File: src/rtl/decoder_pkg.sv
// Shared types for the sequenced one-hot decoder.
//   mode_e  : command mode carried on in_mode
//   state_e : controller states of decoder_nto2n_seq
package decoder_pkg;

  typedef enum logic [1:0] {
    MODE_DECODE    = 2'd0,
    MODE_SCAN_UP   = 2'd1,
    MODE_SCAN_DOWN = 2'd2,
    MODE_CLEAR     = 2'd3
  } mode_e;

  typedef enum logic [1:0] {
    ST_IDLE = 2'd0,
    ST_HOLD = 2'd1,
    ST_SCAN = 2'd2
  } state_e;

endpackage

File: src/rtl/onehot_dec.sv
// Purely combinational SEL_W -> 2^SEL_W one-hot decoder.
//   sel : binary index
//   out : one-hot vector with bit 'sel' set
module onehot_dec #(
  parameter int SEL_W = 3
) (
  input  logic [SEL_W-1:0]      sel,
  output logic [(1<<SEL_W)-1:0] out
);

  always_comb begin
    out      = '0;
    out[sel] = 1'b1;
  end

endmodule

File: src/rtl/decoder_nto2n_seq.sv
// Registered one-hot decoder with valid/ready command input and an optional
// auto-sweep mode that walks the one-hot output with a programmable dwell.
//
// Build macro: DECODER_SCAN_EN
//   defined   : SCAN_UP / SCAN_DOWN sweep all OUT_W positions, then pulse done
//   undefined : scan modes decode in_sel like DECODE, in_ready=1, done=0
//
// Ports
//   clk, rst   : clock (rising edge), synchronous active-high reset
//   in_valid   : command valid
//   in_ready   : command accepted when in_valid && in_ready at a rising edge
//   in_mode    : 0 DECODE, 1 SCAN_UP, 2 SCAN_DOWN, 3 CLEAR
//   in_sel     : decode index / scan start position
//   in_dwell   : extra cycles held per scan position
//   out        : registered one-hot output, zero when nothing selected
//   out_valid  : out carries a live selection
//   pos        : index currently driven on out
//   done       : one-cycle pulse after the last scan position
//
// state   | meaning
// --------+-----------------------------------------------------------
// ST_IDLE | nothing selected, ready for a command
// ST_HOLD | static selection held, ready for a command
// ST_SCAN | sweeping positions, commands blocked (in_ready=0)
module decoder_nto2n_seq
  import decoder_pkg::*;
#(
  parameter  int SEL_W   = 3,
  parameter  int DWELL_W = 8,
  localparam int OUT_W   = 1 << SEL_W
) (
  input  logic               clk,
  input  logic               rst,
  input  logic               in_valid,
  output logic               in_ready,
  input  logic [1:0]         in_mode,
  input  logic [SEL_W-1:0]   in_sel,
  input  logic [DWELL_W-1:0] in_dwell,
  output logic [OUT_W-1:0]   out,
  output logic               out_valid,
  output logic [SEL_W-1:0]   pos,
  output logic               done
);

  state_e             state, state_n;
  logic [SEL_W-1:0]   pos_r, pos_n;
  logic               valid_r, valid_n;
  logic [OUT_W-1:0]   out_r, out_n;
  logic [OUT_W-1:0]   dec_out;
  logic               accept;
  mode_e              mode;

  assign mode   = mode_e'(in_mode);
  assign accept = in_valid && in_ready;

`ifdef DECODER_SCAN_EN
  logic [DWELL_W-1:0] dwell_cnt, dwell_cnt_n;
  logic [DWELL_W-1:0] dwell_lat, dwell_lat_n;
  // Positions still to be visited after the current one.
  logic [SEL_W-1:0]   step_cnt, step_cnt_n;
  logic               dir_up, dir_up_n;
  logic               done_r, done_n;

  assign in_ready = (state != ST_SCAN);
  assign done     = done_r;
`else
  logic unused_dwell;
  assign unused_dwell = ^in_dwell;
  assign in_ready     = 1'b1;
  assign done         = 1'b0;
`endif

  // Single decoder instance fed with the next position so out is registered.
  onehot_dec #(.SEL_W(SEL_W)) u_dec (
    .sel (pos_n),
    .out (dec_out)
  );

  always_comb begin
    state_n = state;
    pos_n   = pos_r;
    valid_n = valid_r;
`ifdef DECODER_SCAN_EN
    dwell_cnt_n = dwell_cnt;
    dwell_lat_n = dwell_lat;
    step_cnt_n  = step_cnt;
    dir_up_n    = dir_up;
    done_n      = 1'b0;
`endif
    case (state)
      ST_IDLE, ST_HOLD: begin
        if (accept) begin
          case (mode)
            MODE_CLEAR: begin
              valid_n = 1'b0;
              state_n = ST_IDLE;
            end
`ifdef DECODER_SCAN_EN
            MODE_SCAN_UP, MODE_SCAN_DOWN: begin
              pos_n       = in_sel;
              valid_n     = 1'b1;
              dwell_cnt_n = in_dwell;
              dwell_lat_n = in_dwell;
              step_cnt_n  = '1;
              dir_up_n    = (mode == MODE_SCAN_UP);
              state_n     = ST_SCAN;
            end
`endif
            default: begin
              pos_n   = in_sel;
              valid_n = 1'b1;
              state_n = ST_HOLD;
            end
          endcase
        end
      end
`ifdef DECODER_SCAN_EN
      ST_SCAN: begin
        if (dwell_cnt != '0) begin
          dwell_cnt_n = dwell_cnt - 1'b1;
        end else if (step_cnt != '0) begin
          pos_n       = dir_up ? pos_r + 1'b1 : pos_r - 1'b1;
          dwell_cnt_n = dwell_lat;
          step_cnt_n  = step_cnt - 1'b1;
        end else begin
          valid_n = 1'b0;
          done_n  = 1'b1;
          state_n = ST_IDLE;
        end
      end
`endif
      default: begin
        state_n = ST_IDLE;
        valid_n = 1'b0;
      end
    endcase
    out_n = valid_n ? dec_out : '0;
  end

  always_ff @(posedge clk) begin
    if (rst) begin
      state   <= ST_IDLE;
      pos_r   <= '0;
      valid_r <= 1'b0;
      out_r   <= '0;
    end else begin
      state   <= state_n;
      pos_r   <= pos_n;
      valid_r <= valid_n;
      out_r   <= out_n;
    end
  end

`ifdef DECODER_SCAN_EN
  always_ff @(posedge clk) begin
    if (rst) begin
      dwell_cnt <= '0;
      dwell_lat <= '0;
      step_cnt  <= '0;
      dir_up    <= 1'b1;
      done_r    <= 1'b0;
    end else begin
      dwell_cnt <= dwell_cnt_n;
      dwell_lat <= dwell_lat_n;
      step_cnt  <= step_cnt_n;
      dir_up    <= dir_up_n;
      done_r    <= done_n;
    end
  end
`endif

  assign out       = out_r;
  assign out_valid = valid_r;
  assign pos       = pos_r;

endmodule
File: config.mk
export PLATFORM = sky130hd
export DESIGN_NAME = decoder_nto2n_seq
export DESIGN_NICKNAME = d
export VERILOG_FILES = /design/src/rtl/decoder_pkg.sv /design/src/rtl/onehot_dec.sv /design/src/rtl/decoder_nto2n_seq.sv
export SDC_FILE = /design/constraint.sdc
export NUM_CORES = 1
export LEC_CHECK = 0
export CELL_PAD_IN_SITES_DETAIL_PLACEMENT = 0
export CELL_PAD_IN_SITES_GLOBAL_PLACEMENT = 1
export CORE_ASPECT_RATIO = 1.5
export CORE_MARGIN = 2
export CORE_UTILIZATION = 26
export DETAILED_ROUTE_END_ITERATION = 12
export PLACE_DENSITY_LB_ADDON = 0.1
export RECOVER_POWER = 25
export SLEW_MARGIN = 30
export SYNTH_ARGS = -nofsm -noshare
export SYNTH_HDL_FRONTEND = slang
export SYNTH_HIERARCHICAL = 1
export SYNTH_SLANG_ARGS = --single-unit
File: constraint.sdc
create_clock -name clk -period 1.7 [get_ports clk]
set_input_delay 0.34 -clock clk [delete_from_list [all_inputs] [get_ports clk]]
set_output_delay 0.34 -clock clk [all_outputs]
set_load 0.02 [all_outputs]
==> flow_summary.ini, run 1 <==
[cts]
clk-insertion-delay-late_ns = 0.26
cts_buffers = 3
clock_sinks = 12
clockBufferDepth = 2
cts.reportedPaths.clkPinSlew_ns = 0.07
clock-root-buffer = clkbuf_4
cts_hold_buf = 0
cts_tree = built
htreeDepth = 1

[timing]
fin_hold_ws_ns = 0.499
timing.final.crit_share_pct = 96.2
hold_viol = 0
skew_ns = 0.00152
drv_slew = 0
post-route-min-period_ns = 1.64
final-setup-viol-count = 0
clock.fmax_mhz = 612

[layout]
nNetsFinal = 90
postLayoutCellArea_um2 = 827
diodes = 0
drive_gt1_share_pct = 29.2
layout_common_cells = clkdlybuf4s50_1, dfxtp_1, nor3b_2, nand2b_1, nor3b_1
n_fill_cell = 215
area_growth_pct = 52.7
final-instance-count-excl-fill = 94
final_common_cell = clkdlybuf4s50_1

[floorplan]
die_area_um2 = 2470
ioPinCount = 30
initial_core_util_pct = 27.1
die_w_um = 41.3
core_um2 = 2000
fp-row-count = 20
chipHeight_um = 59.9

[routing]
wirelength_mm = 1.14
vias = 431
drtIter0Drc = 2
via_per_inst = 4.59
dr.pass1.iters = 2
avgRoutedWirePerCell_um = 12.1
drcViolationCount = 0
ant_nets = 0

[synthesis]
syn_avg_cell_area_um2 = 11.1
syn_inst = 49
syn_nets = 65
ys_warn_count = 6
synth_cell_types = 14
ys_ff_latch = 12
synth_area_um2 = 542
synth_seq_area_share_pct = 44.3

[hold_path]
hp-class = reg2reg

[power]
p_leak_nw = 0.344
power_w = 0.000598
peakVddDrop_mv = 0.366
power.density_nw_per_um2 = 724

[global_route]
grt_pass1_wl_mm = 1.57
grt_overflow_total = 0
grt_max_degree = 10
grt_util_all_layers_pct = 9.68
grt_pass1_vias = 387
antenna_found_initial = 0

[place]
dp.cells = 90
dp_hpwl_um = 849
place_congestion = 0.579
placed_area_um2 = 756
portBuffers = 19

[critical_path]
cp.required_ns = 1.84
arrival_ns = 1.77
reg2reg_setup_slack_ns = 0.57
cp_max_fo = 8
path_class = in2reg
end_kind = flip-flop
cp-start-kind = primary input

[job]
max_cap_violations = 0

[run_status]
status = complete, no violations
==> what timing repair did <==
item / CTS / global route
cloned: 0 / 0
buffers inserted: 0 / 1
resized for setup: 3 / 8
setup endpoints to repair: 3 / 7
pin swaps: 0 / 2
==> worst max-delay path, stage by stage <==
cell and delay [ns]:
clkdlybuf4s50_1 0.45, a21boi_4 0.25, mux2_4 0.37, and3b_2 0.22, nor3b_2 0.14
==> per-layer routing <==
layer	wire length (um)	track usage, %	vias to the layer above
li1	-	-	212
met3	80	2.23	2
met4	8	8.29	0
met1	491	10.1	204
met5	0	0	-
met2	559	15.2	13
==> power breakdown <==
group	switching, W	internal [W]
sequential	0.00000573	0.000293
combinational	0.0000633	0.0000739
clock	0.0000810	0.0000817
==> flip-flops by register name, summed over array words and instances (netlist names) <==
signal and cells:
out 8, pos 3, out_valid 1
==> final cells by class <==
| class | instances | area, um2 | share of cell area [%] |
|---|---|---|---|
| well taps | 22 | 27.5 | 3.33 |
| flip-flops and latches | 12 | 240 | 29.0 |
| clock buffers | 3 | 22.5 | 2.72 |
| multi-input cells | 34 | 315 | 38.1 |
| repair buffers | 23 | 221 | 26.8 |
==> cells in the mapped netlist <==
cell type,n,area (um2)
buf_6,1,11.3
mux2i_1,3,30.0
nand2b_1,6,37.5
mux2_2,3,33.8
and3b_2,3,30.0
o21bai_2,1,11.3
dfxtp_1,12,240
and3_2,2,15.0
buf_4,2,15.0
nor2_1,1,3.75
nor3_1,1,5.00
conb_1,2,7.51
nor3b_1,11,82.6
a21boi_4,1,18.8
==> cell families (layout without fill, tap and decap cells) <==
logic type	after synthesis	after routing	synth area share [%]
simple gates	24	24	32.1
buf+inv	3	26	4.85
flops	12	12	44.3
other cells	2	2	1.39
mux	6	6	11.8
compound gates	2	2	5.54
==> metrics by stage <==
stage,utilization [%],TNS [ns],worst slack (ns)
CTS,39.4,0,0.00487
finish,41.3,0,0.0650
global placement,37.8,-2.28,-0.310
global route,41.3,-0.0202,-0.0202
floorplan,-,0,0.259
detailed placement,37.8,-2.19,-0.298
==> worst paths after layout <==
| path | startpoint | end | depth (start not counted) |
|---|---|---|---|
| worst max-delay path | in_mode[0] | out[3] | 5 |
| worst min-delay path | pos[0] | pos[0] | 2 |
| worst max register to register | pos[1] | out[3] | 3 |
| worst min register to register | pos[0] | pos[0] | 2 |
Note: power is estimated with default switching activity, not from simulation.
==> run 2: changes to the inputs <==
--- a/config.mk
+++ b/config.mk
@@ -10,6 +10,7 @@
 export CORE_ASPECT_RATIO = 1.5
 export CORE_MARGIN = 2
 export CORE_UTILIZATION = 26
+export CTS_CLUSTER_SIZE = 16
 export DETAILED_ROUTE_END_ITERATION = 12
 export PLACE_DENSITY_LB_ADDON = 0.1
 export RECOVER_POWER = 25
==> results of run 2 <==
Final layout, timing and power as in run 1 (identical DEF).
==> run 3: changes to the inputs <==
--- a/config.mk
+++ b/config.mk
@@ -7,7 +7,6 @@
 export LEC_CHECK = 0
 export CELL_PAD_IN_SITES_DETAIL_PLACEMENT = 0
 export CELL_PAD_IN_SITES_GLOBAL_PLACEMENT = 1
-export CORE_ASPECT_RATIO = 1.5
 export CORE_MARGIN = 2
 export CORE_UTILIZATION = 26
 export CTS_CLUSTER_SIZE = 16
@@ -19,3 +18,4 @@
 export SYNTH_HDL_FRONTEND = slang
 export SYNTH_HIERARCHICAL = 1
 export SYNTH_SLANG_ARGS = --single-unit
+export TNS_END_PERCENT = 5
==> run 3 against run 2 <==
Against the previous run: combinational power barely moved; die area decreased by 0.31%; first-iteration DRC count is the same; global-route usage barely moved; sequential share of layout area is 0.49 points higher; sequential cell count stayed put; clock skew is 0.0032 ns higher; worst setup slack got worse by 0.021 ns; count of clock-buffer cells in the layout did not move; final area down 1.7%; critical path type unchanged.
==> flow_summary.ini, run 3 (synthesis gave the netlist of run 1 again) <==
[floorplan]
chipHeight_um = 49.6
initial_core_util_pct = 27.6
fp-row-count = 16
core_um2 = 1960
die_w_um = 49.6
die_area_um2 = 2460
ioPinCount = 30

[global_route]
met2_usage_pct = 16.4
grt_overflow_total = 0
grt_util_all_layers_pct = 9.73
grt_pass1_wl_mm = 1.81
grtUsageMet1_pct = 9.91
antenna_found_initial = 0
grt_max_degree = 10
busiest_layer = met2
grt_pass1_vias = 457
use_met3_pct = 6.06

[routing]
ant_nets = 0
drcViolationCount = 0
wirelength_mm = 1.09
via_per_inst = 4.24
dr.pass1.iters = 3
avgRoutedWirePerCell_um = 11.1
vias = 416
drtIter0Drc = 2

[layout]
nNetsFinal = 89
layout_common_cells = clkdlybuf4s50_1, dfxtp_1, nor3b_1
drive_gt1_share_pct = 25.4
final_common_cell = clkdlybuf4s50_1
area_growth_pct = 50.1
diodes = 0
n_fill_cell = 220
largest_reg_flops = 8

[power]
p_sw_share_pct = 25.6
switchingPower_w = 0.000154
internal_power_w = 0.000446
p_seq_share_pct = 49.7
peakVddDrop_mv = 0.532
p_leak_nw = 0.326
power.density_nw_per_um2 = 737
pwr-share-clk_pct = 28.0
combinationalPowerShare_pct = 22.3

[cts]
cts_setup_buffers = 0
clockBufferDepth = 2
clk-insertion-delay-late_ns = 0.26
cts_buffers = 3
htreeDepth = 1
cts.reportedPaths.clkPinSlew_ns = 0.07
cts_tree = built
clock_sinks = 12
clock-root-buffer = clkbuf_4

[timing]
fin_hold_ws_ns = 0.493
final-setup-viol-count = 0
skew_ns = 0.00476
timing.final.crit_share_pct = 97.4
rsz0062_at_grt = no
clock.fmax_mhz = 604
post-route-min-period_ns = 1.66
drv_slew = 0
hold_viol = 0
tns_ns = 0

[critical_path]
cp-start-kind = primary input
end_kind = flip-flop
cpMaxStageDelayCell = clkdlybuf4s50_1
cp.required_ns = 1.84
cpPeakStageDelay_ns = 0.46
path_class = in2reg
crit_chain = clkdlybuf4s50_1 -> a21boi_4 -> mux2_4 -> and3b_2 -> nor3b_2
cp_max_fo = 8
arrival_ns = 1.80

[hold_path]
hp-class = reg2reg

[place]
portBuffers = 19
place_congestion = 0.616

[job]
max_cap_violations = 0

[run_status]
status = complete, no violations
==> run 3: area by class of cell <==
type	instances	area (um2)	share of cell area [%]
tap	27	33.8	4.15
sequential	12	240	29.5
multi-input combinational	34	305	37.5
clock buffer	3	22.5	2.77
timing repair buffer	22	211	26.0
==> run 3: final timing paths <==
check | from | end | slack (ns) | cells past startpoint
hold / removal | pos[0] | pos[0] | 0.49 | 2
setup / recovery | in_mode[0] | out[6] | 0.04 | 5
setup reg to reg | pos[2] | out[6] | 0.58 | 3
hold reg to reg | pos[0] | pos[0] | 0.49 | 2
==> run 3: metrics by stage <==
stage                     instances  utilization, %  power, W  setup WS [ns]  instance area, um2
final                            98            41.5  0.000600         0.0439                 813
after global routing             98            41.5  0.000645        0.00383                 813
after detailed placement         95            38.8  0.000432         -0.275                 762
after global placement           95            38.8  0.000432         -0.289                 762
after floorplan                  49               -  0.000379          0.259                 542
after CTS                        98            40.0  0.000606        0.00757                 785
==> run 3: repair_timing <==
| action | 4_1_cts | 5_1_grt |
|---|---|---|
| hold buffers | 0 | 0 |
| setup endpoints to repair | 0 | 8 |
| gates resized for setup | 0 | 8 |
==> run 3: power groups by stage <==
stage               Combinational [W]  Clock, W  Sequential, W
global route                 0.000143  0.000203       0.000300
detailed placement           0.000127         0       0.000305
finish                       0.000134  0.000168       0.000298
floorplan                   0.0000593         0       0.000319
global placement             0.000127         0       0.000305
CTS                          0.000128  0.000181       0.000298
==> run 3: per-layer routing <==
metal,up-vias,wire (um)
met4,0,0
li1,211,-
met1,192,515
met3,0,78
met2,13,494
met5,-,0
==> run 3: critical path, delay by kind of cell <==
family | cells | cell delay, ns
compound gates | 1 | 0.27
simple gates | 2 | 0.35
mux | 1 | 0.37
buf+inv | 1 | 0.46
